**config.mk**
```make
export PLATFORM = sky130hd
export DESIGN_NAME = iterative_mul_unit
export DESIGN_NICKNAME = d
export VERILOG_FILES = /design/src/rtl/iterative_mul_unit_pkg.sv /design/src/rtl/iterative_mul_unit_mul_step.sv /design/src/rtl/iterative_mul_unit.sv
export SDC_FILE = /design/constraint.sdc
export NUM_CORES = 1
export LEC_CHECK = 0
export CAP_MARGIN = 40
export CORE_MARGIN = 3
export CORE_UTILIZATION = 23
export DETAILED_ROUTE_END_ITERATION = 7
export GPL_TIMING_DRIVEN = 0
export PLACE_DENSITY_LB_ADDON = 0.05
export SLEW_MARGIN = 10
export SYNTH_ARGS = -nofsm -noshare
export SYNTH_HDL_FRONTEND = slang
export SYNTH_SLANG_ARGS = --single-unit
```
**constraint.sdc**
```tcl
create_clock -name clk -period 10.6 [get_ports clk]
set_input_delay 1.06 -clock clk [delete_from_list [all_inputs] [get_ports clk]]
set_output_delay 1.06 -clock clk [all_outputs]
set_load 0.02 [all_outputs]
```
**src/rtl/iterative_mul_unit_pkg.sv**
```systemverilog
// Shared RV32 uop encoding plus the operand-preparation helpers used by the
// iterative multiply execute pipe.
package iterative_mul_unit_pkg;

  typedef enum logic [3:0] {
    OP_ADD, OP_SUB, OP_SLL, OP_SLT, OP_SLTU, OP_XOR, OP_SRL, OP_SRA,
    OP_OR, OP_AND, OP_LUI, OP_AUIPC,
    OP_MUL, OP_MULH, OP_MULHSU, OP_MULHU
  } rv_uop;

  localparam int unsigned p_num_uops = 16;
  typedef logic [p_num_uops-1:0] rv_uop_set;

  // Decode routes exactly this subset of uops to the multiply pipe.
  localparam rv_uop_set p_tinyrv_mul =
      (rv_uop_set'(1) << OP_MUL)    | (rv_uop_set'(1) << OP_MULH) |
      (rv_uop_set'(1) << OP_MULHSU) | (rv_uop_set'(1) << OP_MULHU);

  typedef struct packed {
    logic [31:0] mag1;
    logic [31:0] mag2;
    logic        neg;
  } mul_operands_t;

  function automatic logic uop_in_set(rv_uop_set set, rv_uop uop);
    return set[uop];
  endfunction

  // Any uop that is not one of the high-half forms is handled as MUL.
  function automatic logic uop_selects_high(rv_uop uop);
    return uop inside {OP_MULH, OP_MULHSU, OP_MULHU};
  endfunction

  // The datapath multiplies unsigned magnitudes; the sign is reapplied at the end.
  function automatic mul_operands_t prep_operands(rv_uop uop, logic [31:0] op1,
                                                  logic [31:0] op2);
    mul_operands_t ops;
    logic          s1;
    logic          s2;
    s1       = (uop != OP_MULHU) & op1[31];
    s2       = !(uop inside {OP_MULHSU, OP_MULHU}) & op2[31];
    ops.mag1 = s1 ? -op1 : op1;
    ops.mag2 = s2 ? -op2 : op2;
    ops.neg  = s1 ^ s2;
    return ops;
  endfunction

endpackage

```
**src/rtl/iterative_mul_unit_mul_step.sv**
```systemverilog
// One combinational shift-add step: consumes p_bits_per_cycle multiplier bits.
module iterative_mul_unit_mul_step #(
  parameter int unsigned p_bits_per_cycle = 1
) (
  input  logic [63:0] acc,
  input  logic [63:0] mcand,
  input  logic [31:0] mplier,
  output logic [63:0] acc_next,
  output logic [63:0] mcand_next,
  output logic [31:0] mplier_next
);

  logic [p_bits_per_cycle-1:0] digit;
  logic [63:0]                 partial;

  assign digit = mplier[p_bits_per_cycle-1:0];

  // NOTE: every variable written in always_comb gets a default first, so no path leaves it unassigned and no latch is inferred.
  always_comb begin
    partial = '0;
    for (int i = 0; i < p_bits_per_cycle; i++) begin
      if (digit[i]) partial = partial + (mcand << i);
    end
  end

  assign acc_next    = acc + partial;
  assign mcand_next  = mcand << p_bits_per_cycle;
  assign mplier_next = mplier >> p_bits_per_cycle;

endmodule

```
**src/rtl/iterative_mul_unit.sv**
```systemverilog
// Multi-cycle RV32M multiply pipe: D->X issue handshake, shift-add datapath,
// X->W result handshake with pipelined accept while the result drains.
module iterative_mul_unit
  import iterative_mul_unit_pkg::*;
#(
  parameter int unsigned p_seq_num_bits   = 5,
  parameter int unsigned p_bits_per_cycle = 1
) (
  input  logic                      clk,
  input  logic                      rst,
  input  logic                      D_val,
  output logic                      D_rdy,
  input  logic [31:0]               D_pc,
  input  logic [31:0]               D_op1,
  input  logic [31:0]               D_op2,
  input  rv_uop                     D_uop,
  input  logic [4:0]                D_waddr,
  input  logic [p_seq_num_bits-1:0] D_seq_num,
  output logic                      W_val,
  input  logic                      W_rdy,
  output logic [31:0]               W_pc,
  output logic [p_seq_num_bits-1:0] W_seq_num,
  output logic [4:0]                W_waddr,
  output logic [31:0]               W_wdata,
  output logic                      W_wen
);

  localparam int unsigned p_num_steps = 32 / p_bits_per_cycle;
  localparam int unsigned p_cnt_bits  = (p_num_steps > 1) ? $clog2(p_num_steps) : 1;

  if (!(p_bits_per_cycle inside {1, 2, 4, 8})) begin : g_bad_radix
    $error("p_bits_per_cycle must be 1, 2, 4 or 8");
  end

  typedef enum logic [1:0] {IDLE, CALC, DONE} state_t;

  state_t                    state;
  state_t                    state_next;
  logic                      d_xfer;
  mul_operands_t             ops;
  logic [31:0]               pc_q;
  logic [4:0]                waddr_q;
  logic [p_seq_num_bits-1:0] seq_q;
  logic                      high_q;
  logic                      neg_q;
  logic [p_cnt_bits-1:0]     cnt_q;
  logic [63:0]               acc_q;
  logic [63:0]               mcand_q;
  logic [31:0]               mplier_q;
  logic [63:0]               acc_step;
  logic [63:0]               mcand_step;
  logic [31:0]               mplier_step;

  // NOTE: sequential state uses non-blocking assignments so every flop samples pre-edge values.
  always_ff @(posedge clk or negedge rst) begin
    if (!rst) state <= IDLE;
    else      state <= state_next;
  end

  // D_rdy depends only on state and W_rdy, never on D_val.
  always_comb begin
    state_next = state;
    D_rdy      = 1'b0;
    W_val      = 1'b0;
    unique case (state)
      IDLE: begin
        D_rdy = 1'b1;
        if (D_val) state_next = CALC;
      end
      CALC: begin
        if (cnt_q == '0) state_next = DONE;
      end
      DONE: begin
        W_val = 1'b1;
        D_rdy = W_rdy;
        if (W_rdy) state_next = D_val ? CALC : IDLE;
      end
      default: state_next = IDLE;
    endcase
  end

  assign d_xfer = D_val & D_rdy;
  assign ops    = prep_operands(D_uop, D_op1, D_op2);

  iterative_mul_unit_mul_step #(
    .p_bits_per_cycle(p_bits_per_cycle)
  ) u_step (
    .acc        (acc_q),
    .mcand      (mcand_q),
    .mplier     (mplier_q),
    .acc_next   (acc_step),
    .mcand_next (mcand_step),
    .mplier_next(mplier_step)
  );

  // NOTE: datapath registers have no reset; the FSM never exposes them before a load.
  always_ff @(posedge clk) begin
    if (d_xfer) begin
      pc_q     <= D_pc;
      waddr_q  <= D_waddr;
      seq_q    <= D_seq_num;
      high_q   <= uop_selects_high(D_uop);
      neg_q    <= ops.neg;
      cnt_q    <= p_cnt_bits'(p_num_steps - 1);
      acc_q    <= '0;
      mcand_q  <= {32'b0, ops.mag1};
      mplier_q <= ops.mag2;
    end else if (state == CALC) begin
      // The sign is reapplied on the final step, as the result enters DONE.
      acc_q    <= (cnt_q == '0 && neg_q) ? -acc_step : acc_step;
      mcand_q  <= mcand_step;
      mplier_q <= mplier_step;
      cnt_q    <= cnt_q - 1'b1;
    end
  end

  assign W_pc      = pc_q;
  assign W_seq_num = seq_q;
  assign W_waddr   = waddr_q;
  assign W_wdata   = high_q ? acc_q[63:32] : acc_q[31:0];
  assign W_wen     = W_val;

  a_mul_uop_only: assert property (@(posedge clk) disable iff (!rst)
    d_xfer |-> uop_in_set(p_tinyrv_mul, D_uop))
    else $error("non-multiply uop issued to iterative_mul_unit");

  function automatic string line_trace();
    return $sformatf("%s:%0d", state.name(), seq_q);
  endfunction

endmodule

```
==> results_dict.tcl <==
set metrics [dict create \
    cts_tree "built" \
    worst_pin_slew_ns 0.9089 \
    initial_core_util_pct 23.29 \
    synth_top_family_by_area "simple AND/OR/NAND/NOR gates" \
    critical-path-top-delay-family "compound AO/OA/AOI/OAI gates" \
    synth_compound_area_share_pct 22.90 \
    netlist_area_mm2 0.01600 \
    synthArstFlopShare_pct 0.9479 \
    place_congestion 0.9126 \
    placed_cells 3087 \
    rsz0062_at_grt "false" \
    clockBufferDepth 3 \
    worstSetupPathType "reg2reg" \
    dpl-instance-area_mm2 0.01930 \
    outcome "finished clean" \
    ctsRootBufferMaster "clkbuf_16" \
    min_from "mcand_q[50]" \
    ys_types 97 \
    route.detailed.drc 0 \
    vias_per_cell 4.928 \
    fmax_mhz 158.3 \
    power.leakage_uw 0.007570 \
    die_area_mm2 0.07277 \
    crit_buf_inv 5 \
    ant_nets 0 \
    worstPathCellList "clkbuf_1, buf_8, clkbuf_1, and2_1, ha_1, inv_1, fa_1, nor2b_1, o31a_1, o211ai_1, a311oi_1, a21oi_1, o41ai_1, xor2_1, nor3_1, clkbuf_8, nand3_1, o31ai_1, xor2_1, o21ai_0" \
    cp-start-kind "register" \
    dp_slack_ns 4.202 \
    fin_crit_sh_pct 59.59 \
    synthAdderAreaFrac_pct 5.364 \
    hp-class "reg2reg" \
    grt-ovfl-total 0 \
    wl_per_cell_um 22.48 \
    syn_to_final_growth_pct 26.70 \
    yosysSeqAreaShare_pct 33.22 \
    nFillCells 7501 \
    crit_slowest_cell "nor3_1" \
    clk_pin_slew_ns 0.06 \
    grt_max_degree 58 \
    setup_violations 0 \
    multi_input_area_mm2 0.01002 \
    required_ns 11.06 \
    cts_hold_buf 0 \
    track_usage_pct 18.90 \
    synth_xor_area_share_pct 8.539 \
    clock_skew_ns 0.03456 \
    die_width_um 269.8 \
    ff_latch_area_mm2 0.005315 \
    mostFrequentLayoutCells "nand2_1, o21ai_0, clkdlybuf4s50_1, a21oi_1, edfxtp_1" \
    drive_gt1_share_pct 7.014 \
    yosys.area_share.simple_pct 23.27 \
    final_cells 3145 \
    drt_pre_antenna_iters 5 \
    fin_hold_ws_ns 0.4735 \
    synthFlopType "edfxtp_1" \
    p_per_area_mw_per_mm2 341.9 \
    postLayoutCellArea_mm2 0.02027 \
    insertion_delay_ns 0.61 \
    num_vias 15500 \
    finalNetCount 2369 \
    routed_wl_um 70700 \
    dieHeight_um 269.8 \
    r2r-start "mplier_q[0]" \
    worstPathArrival_ns 6.78 \
    setup.worst_path.end_class "register" \
    r2r_setup_slack_ns 4.28 \
    synthMuxAreaShare_pct 2.502 \
    core-area_mm2 0.06871 \
    grt_pass1_wl_um 104200 \
    final_common_cell "nand2_1" \
    antenna_found_initial 6 \
    slowest_delay_ns 0.57 \
    hold_violations 0 \
    post-dp-hpwl_um 58650 \
    vdd_drop_max_uv 144.7 \
    crit_fanout 11 \
    maxSlewViolCount 0 \
    cts_sinks 211 \
    io_buffers 190 \
    drt_first_iter_violations 994 \
    syn_inst 1947 \
    max_slew_margin_pct 38.76 \
    tns_ns 0 \
    startpoint "mplier_q[0]" \
    ios 191 \
    period_needed_ns 6.316 \
    cts_made_buffers 29 \
    num_rows 96 \
    grt_pass1_vias 15600 \
    htree_levels 1 \
    yosysWarnings 0 \
    ys_ff_latch 211 \
    cts_setup_buffers 0 \
    syn_nets 2129 \
    avgSynthCellArea_um2 8.218 \
    cap_viol_max_count 0 \
    synth-edff-count 108 \
    cts_resized 0 \
    setup_slack_ns 4.284 \
]
## worst paths after layout
kind                                    end  cells past startpoint
worst max-delay path              acc_q[52]                     20
worst min-delay path            mcand_q[51]                      2
worst max register to register    acc_q[52]                     20
worst min register to register  mcand_q[51]                      2
max in group asynchronous          state[1]                      1
min in group asynchronous          state[0]                      1
## where the power goes
part	total, uW	internal, uW	switching [uW]
clock	1010	598	412
sequential	1590	1300	288
combinational	4330	1530	2810
## flip-flops by register name, summed over array words and instances (netlist names)
| name | flops |
|---|---|
| acc_q | 64 |
| mcand_q | 64 |
| W_pc | 32 |
| mplier_q | 32 |
| W_seq_num | 5 |
| W_waddr | 5 |
| cnt_q | 5 |
| state | 2 |
| high_q | 1 |
| neg_q | 1 |
## kinds of logic (layout without fill, tap and decap cells)
logic type      Yosys count  after routing
compound gates          587            587
xor+xnor                156            156
fa+ha+maj                68             68
buf+inv                 141            404
flops                   211            211
mux                      36             36
other cells               0              4
simple gates            748            748
## layer usage
| metal | GRT usage (%) | part of all wire, % | routed length (um) | vias to the layer above |
|---|---|---|---|---|
| li1 | - | - | - | 7622 |
| met1 | 25.08 | 46 | 32290 | 7460 |
| met2 | 32.58 | 48 | 33890 | 339 |
| met3 | 1.958 | 3.6 | 2552 | 78 |
| met4 | 5.224 | 2.8 | 1959 | 0 |
| met5 | 0 | 0 | 0 | - |
## worst min-delay path: stages (launching register included)
cell and delay [ns]:
dfxtp_1 0.32, nand2_1 0.05, o21ai_0 0.06
## synth_stat cells, types with 13 or more instances
cell type	instances	area (um^2)
clkbuf_1	95	356.6
a21oi_1	120	600.6
nand4_1	41	256.5
ha_1	67	838.3
o31ai_1	23	172.7
nor2_1	102	382.9
o21ai_0	247	1236
and4_1	15	131.4
dfxtp_1	101	2022
xor2_1	80	700.7
inv_1	27	101.4
a21o_1	32	240.2
xnor2_1	76	665.6
edfxtp_1	108	3243
o21a_1	19	142.6
and2_1	79	494.2
nor4_1	18	112.6
nor3_1	36	180.2
mux2_2	32	360.4
or3_1	26	162.7
a31oi_1	13	81.33
nand2_1	306	1149
nand3_1	51	255.2
## area by class of cell
type,instances,area share (%)
multi-input cells,1595,49.42
flip-flops and latches,211,26.22
repair buffers,209,10.46
well taps,931,5.746
clock buffers,38,3.894
plain buffers,113,2.814
clock inverters,16,0.8640
inverters,28,0.5308
diodes,4,0.04937
## stage by stage
stage | total power, uW | util, %
6_report | 6932 | 29.51
5_1_grt | 7485 | 29.49
4_1_cts | 6999 | 29.49
3_5_place_dp | 5936 | 28.09
3_3_place_gp | 5901 | 27.75
2_1_floorplan | 4338 | -
Note: power is estimated with default switching activity, not from simulation.
